[src/rtl/esticador_pkg.sv]
// Shared types and helpers for the pulse stretcher: per-channel state encoding
// and the counter-width calculation used by every channel.
package esticador_pkg;

  typedef enum logic [1:0] {
    IDLE  = 2'd0,
    ATIVO = 2'd1,
    PAUSA = 2'd2
  } estado_t;

  function automatic int max_int(input int a, input int b);
    return (a > b) ? a : b;
  endfunction

  // Wide enough to hold the largest preload (LARGURA-1 or PAUSA-1), never below 1 bit.
  function automatic int largura_cnt(input int largura, input int pausa);
    int m;
    m = max_int(largura, pausa);
    return (m < 1) ? 1 : $clog2(m + 1);
  endfunction

endpackage

[src/rtl/esticador_canal.sv]
// Single-channel pulse stretcher: IDLE -> ATIVO (level high) -> PAUSA (holdoff) -> IDLE,
// with a sticky flag for dropped events. Build with ESTICADOR_REDISPARO_EN to retrigger in ATIVO.
module esticador_canal
  import esticador_pkg::*;
#(
  parameter int LARGURA = 4,
  parameter int PAUSA   = 2
) (
  input  logic clk,
  input  logic rst,
  input  logic entrada_i,
  input  logic limpa_perdido_i,
  output logic saida_o,
  output logic ocupado_o,
  output logic perdido_o
);

  localparam int CW = largura_cnt(LARGURA, PAUSA);
  localparam logic [CW-1:0] CNT_LARG  = CW'(LARGURA - 1);
  localparam logic [CW-1:0] CNT_PAUSA = (PAUSA > 0) ? CW'(PAUSA - 1) : '0;
  localparam bit SEM_PAUSA = (PAUSA == 0);

`ifdef ESTICADOR_REDISPARO_EN
  localparam bit REDISPARO = 1'b1;
`else
  localparam bit REDISPARO = 1'b0;
`endif

  estado_t       estado_q;
  logic [CW-1:0] cnt_q;
  logic          saida_q;
  logic          perdido_q;
  logic          entrada_ant_q;
  logic          novo;

  // A held input is one event, so drops and retriggers react only to a rising level.
  assign novo = entrada_i & ~entrada_ant_q;

  always_ff @(posedge clk) begin
    if (rst) begin
      estado_q      <= esticador_pkg::IDLE;
      cnt_q         <= '0;
      saida_q       <= 1'b0;
      perdido_q     <= 1'b0;
      entrada_ant_q <= 1'b0;
    end else begin
      entrada_ant_q <= entrada_i;
      if (limpa_perdido_i) begin
        perdido_q <= 1'b0;
      end
      case (estado_q)
        esticador_pkg::IDLE: begin
          if (entrada_i) begin
            estado_q <= esticador_pkg::ATIVO;
            cnt_q    <= CNT_LARG;
            saida_q  <= 1'b1;
          end
        end
        esticador_pkg::ATIVO: begin
          if (REDISPARO && novo) begin
            cnt_q <= CNT_LARG;
          end else if (cnt_q != '0) begin
            cnt_q <= cnt_q - 1'b1;
            if (novo) begin
              perdido_q <= 1'b1;
            end
          end else if (SEM_PAUSA && entrada_i) begin
            // No holdoff: a pulse on the final cycle chains straight into a new level.
            cnt_q <= CNT_LARG;
          end else begin
            saida_q <= 1'b0;
            cnt_q   <= CNT_PAUSA;
            if (SEM_PAUSA) begin
              estado_q <= esticador_pkg::IDLE;
            end else begin
              estado_q <= esticador_pkg::PAUSA;
            end
            if (novo) begin
              perdido_q <= 1'b1;
            end
          end
        end
        esticador_pkg::PAUSA: begin
          if (novo) begin
            perdido_q <= 1'b1;
          end
          if (cnt_q != '0) begin
            cnt_q <= cnt_q - 1'b1;
          end else begin
            estado_q <= esticador_pkg::IDLE;
          end
        end
        default: begin
          estado_q <= esticador_pkg::IDLE;
          cnt_q    <= '0;
          saida_q  <= 1'b0;
        end
      endcase
    end
  end

  assign saida_o   = saida_q;
  assign ocupado_o = (estado_q != esticador_pkg::IDLE);
  assign perdido_o = perdido_q;

endmodule

[src/rtl/esticador_pulso.sv]
// Multi-channel pulse-to-level stretcher; WIDTH independent copies of esticador_canal.
// Optional macro ESTICADOR_REDISPARO_EN: pulses during the high level retrigger it.
module esticador_pulso #(
  parameter int WIDTH   = 2,
  parameter int LARGURA = 4,
  parameter int PAUSA   = 2
) (
  input  logic             clk,
  input  logic             rst,
  input  logic [WIDTH-1:0] entrada,
  input  logic [WIDTH-1:0] limpa_perdido,
  output logic [WIDTH-1:0] saida,
  output logic [WIDTH-1:0] ocupado,
  output logic [WIDTH-1:0] perdido
);

  for (genvar i = 0; i < WIDTH; i++) begin : g_canal
    esticador_canal #(
      .LARGURA(LARGURA),
      .PAUSA  (PAUSA)
    ) u_canal (
      .clk            (clk),
      .rst            (rst),
      .entrada_i      (entrada[i]),
      .limpa_perdido_i(limpa_perdido[i]),
      .saida_o        (saida[i]),
      .ocupado_o      (ocupado[i]),
      .perdido_o      (perdido[i])
    );
  end

endmodule
[config.mk]
export PLATFORM = sky130hd
export DESIGN_NAME = esticador_pulso
export DESIGN_NICKNAME = d
export VERILOG_FILES = /design/src/rtl/esticador_pkg.sv /design/src/rtl/esticador_canal.sv /design/src/rtl/esticador_pulso.sv
export SDC_FILE = /design/constraint.sdc
export NUM_CORES = 1
export LEC_CHECK = 0
export BUFFER_PORTS_ARGS = -buffer_cell sky130_fd_sc_hd__buf_4
export CORE_AREA = 2 2 61 63
export DETAILED_ROUTE_END_ITERATION = 10
export DIE_AREA = 0 0 63 65
export PLACE_DENSITY = 0.53
export SLEW_MARGIN = 20
export SYNTH_ARGS = -nofsm -noshare
export SYNTH_HDL_FRONTEND = slang
export SYNTH_SLANG_ARGS = --single-unit
[constraint.sdc]
create_clock -name clk -period 4.3 [get_ports clk]
set_input_delay 0.86 -clock clk [delete_from_list [all_inputs] [get_ports clk]]
set_output_delay 0.86 -clock clk [all_outputs]
set_load 0.005 [all_outputs]
==> results.md <==
* Die width at 63 um
* Pre-CTS setup slack at 2.186 ns
* Final Max Slew Viols at 0
* Synth warn at 0
* Crit Path Category: reg -> out
* Final setup violation count at 0
* Largest net degree at the start of global routing at 20
* Clock slew at reported path FFs at 0.09 ns
* Worst rel slew slack at 0.6717
* Status: complete, no violations
* Top cell type's share of synthesized area at 0.3184
* Pwr Density at 602.9 mW/mm^2
* Initial Util at 0.2878
* Num CTS Buffers at 3
* Mapped Cells at 115
* CTS Root Cell: clkbuf_4
* DIE HEIGHT at 65 um
* # IOs at 12
* Hold WC Path Type: reg -> reg
* #FFs+latches synth at 16
* Hold Path Stages at 2
* Total power at 0.6736 mW
* Reg2Reg Capture Point: g_canal[1].u_canal.cnt_q[2]
* Critical path endpoint category: output port
* Setup slack after layout at 2.161 ns
* Crit start category: register
* TritonCTS clock tree: yes
* Antenna diodes at 0
* Row cnt at 22
* Htree depth at 1
* Area growth from synthesis to layout at 11.07%
* Post-synth EDFFs at 0
* Setup slack, reg-to-reg at 2.48 ns
* Detailed-route DRC error count at 0
* GRT Util Overall at 0.1054
* Leakage at 0.4795 nW
* Cell Area, Synth at 0.001006 mm^2
* Peak supply drop at 0.2367 mV
* Wire length per cell at 11.43 um
* PortBufs at 11
* Most common cell on crit path: inv_1
* Syn_area_per_cell at 8.748 um^2
* Delay of the slowest critical-path stage at 0.40 ns
* First-pass GRT wire length at 3.381 mm
* Hold-fix buffers, CTS at 0
* Worst r2r path cells at 6
* Synth top area cells: dfxtp_1, ha_1, a21oi_1
* Hold Fails Final Rpt at 0
* Worst Tran Pin Value at 0.4925 ns
* WHS Endpoint: g_canal[1].u_canal.perdido_o
* Final period util at 0.4974
* Dpl hpwl at 1.433 mm
* Post_cts resized at 0
* Unrepaired setup endpoints after global routing: no
* Distinct cells, synth at 32
* Final WL at 1.932 mm
* Core area at 0.003496 mm^2
* FFs w/ async S/R, synth at 0
* Yosys top cell by area: dfxtp_1
* Setup TNS at 0 ns
* Worst hold margin at 0.4726 ns
* Die area at 0.004095 mm^2
* Share of layout cells above drive strength 1 at 0.1488
* Via count of the routed design at 803
* Worst-skew pair later-pin latency at 0.28 ns
* Clk buf depth at 2
* Top cells by count, synth: dfxtp_1, ha_1, a21oi_1, inv_1, nor2_1
* Vias per cell at 4.751
* Main flop type after synthesis: dfxtp_1
* Delay-heaviest family, CP: flip-flops
* Routed Antenna Nets at 0
* Peak Freq at 0.4675 GHz
* Sequential share of the synthesized area at 0.3184
* Post-layout nets at 143
* Dpl cells at 166
* CP required at 3.44 ns
* Antenna violations before repair at 0
* Grt ovf at 0
* Final non-filler cell total at 169
* Vias in the first global route at 749
* Top-count cell post-synth: dfxtp_1
* Filler Cells Inserted at 369
* Worst-path maximum fanout at 4
* Clk sinks at 16
* Initial drt markers at 53
* Final GP Congestion at 0.8318
* Synthesized Nets at 135
* Drt pass-1 iters at 4
* Critical path arrival at 1.28 ns
* RR Startpoint: g_canal[1].u_canal.estado_q[0]
* Clock skew at 0.003886 ns
* Max_cap viols at 0
* Number of setup buffers added after CTS at 0
* Crit-path cells: inv_1 -> ha_1 -> inv_1 -> buf_4
* Crit-path slowest cell: dfxtp_1
* CP bufs+invs at 3
* Min cycle time layout at 2.139 ns
* Hold path startpoint: g_canal[1].u_canal.perdido_o
-- cells in the final DEF (no fill, tap or decap), types with 3 or more instances in the layout --
cell type / synthesis / routed
a211oi_1: 3 / 3
a21oi_1: 12 / 12
buf_4: 6 / 11
clkbuf_4: 0 / 3
dfxtp_1: 16 / 16
ha_1: 14 / 14
inv_1: 12 / 12
nand2b_1: 4 / 4
nand3b_1: 3 / 3
nor2_1: 8 / 8
nor2b_1: 6 / 6
o21ai_0: 4 / 4
-- state kept, by name, summed over array words and instances, names as in the netlist --
register and flops:
g_canal.u_canal.estado_q 4, g_canal.u_canal.entrada_ant_q 2, g_canal.u_canal.cnt_q 6, g_canal.u_canal.perdido_o 2
g_canal.u_canal.saida_o 2
-- power by group --
| part | leakage [nW] | total, mW | switching (mW) | internal, mW |
|---|---|---|---|---|
| Combinational | 0.334 | 0.372 | 0.203 | 0.169 |
| Sequential | 0.132 | 0.222 | 0.0280 | 0.194 |
| Clock | 0.0138 | 0.0796 | 0.0471 | 0.0325 |
-- worst max path at each step --
| stage | start | end | slack, ns | depth (start not counted) |
|---|---|---|---|---|
| 2_1_floorplan | rst | g_canal[0].u_canal.cnt_q[2] | 2.36 | 4 |
| 3_3_place_gp | rst | g_canal[0].u_canal.cnt_q[2] | 2.28 | 4 |
| 3_5_place_dp | rst | g_canal[0].u_canal.cnt_q[2] | 2.19 | 4 |
| 4_1_cts | g_canal[1].u_canal.estado_q[0] | ocupado[1] | 2.15 | 4 |
| 5_1_grt | g_canal[1].u_canal.estado_q[0] | ocupado[1] | 2.04 | 4 |
| 6_report | g_canal[1].u_canal.estado_q[0] | ocupado[1] | 2.16 | 4 |
-- routing by layer --
metal	track usage	wire [um]	up-vias	part of all wire
met4	0.05000	42	0	0.022
met5	0	0	-	0
li1	-	-	411	-
met2	0.1782	919	16	0.48
met3	0.02257	60	7	0.031
met1	0.1271	909	369	0.47
-- stage by stage --
stage | util | area (um^2)
finish | 0.3196 | 1117
global route | 0.3196 | 1117
CTS | 0.3196 | 1117
detailed placement | 0.3132 | 1095
global placement | 0.3132 | 1095
floorplan | - | 1006
-- final cells by class --
class / instances / area, um^2 / share of cell area
Clock buffer: 3 / 22.52 / 0.02016
Inverter: 12 / 45.04 / 0.04031
Multi-Input combinational cell: 79 / 586.8 / 0.5252
Sequential cell: 16 / 320.3 / 0.2867
Tap cell: 48 / 60.06 / 0.05375
Timing Repair Buffer: 11 / 82.58 / 0.07391
-- cells by family after synthesis --
kind of cell | after synthesis | share of synthesized area
AOI/OAI and AO/OA | 32 | 0.2028
muxes | 2 | 0.01990
adders and majority gates | 14 | 0.1741
buffers and inverters | 20 | 0.09824
DFF | 16 | 0.3184
and+or+nand+nor | 31 | 0.1866
-- worst register-to-register path: stages (launching register included) --
cell	delay, ns
dfxtp_1	0.40
inv_1	0.10
ha_1	0.24
nor2b_1	0.19
a21o_1	0.18
or4_1	0.49
a31oi_1	0.16
Power figures use the tool's default switching activity.
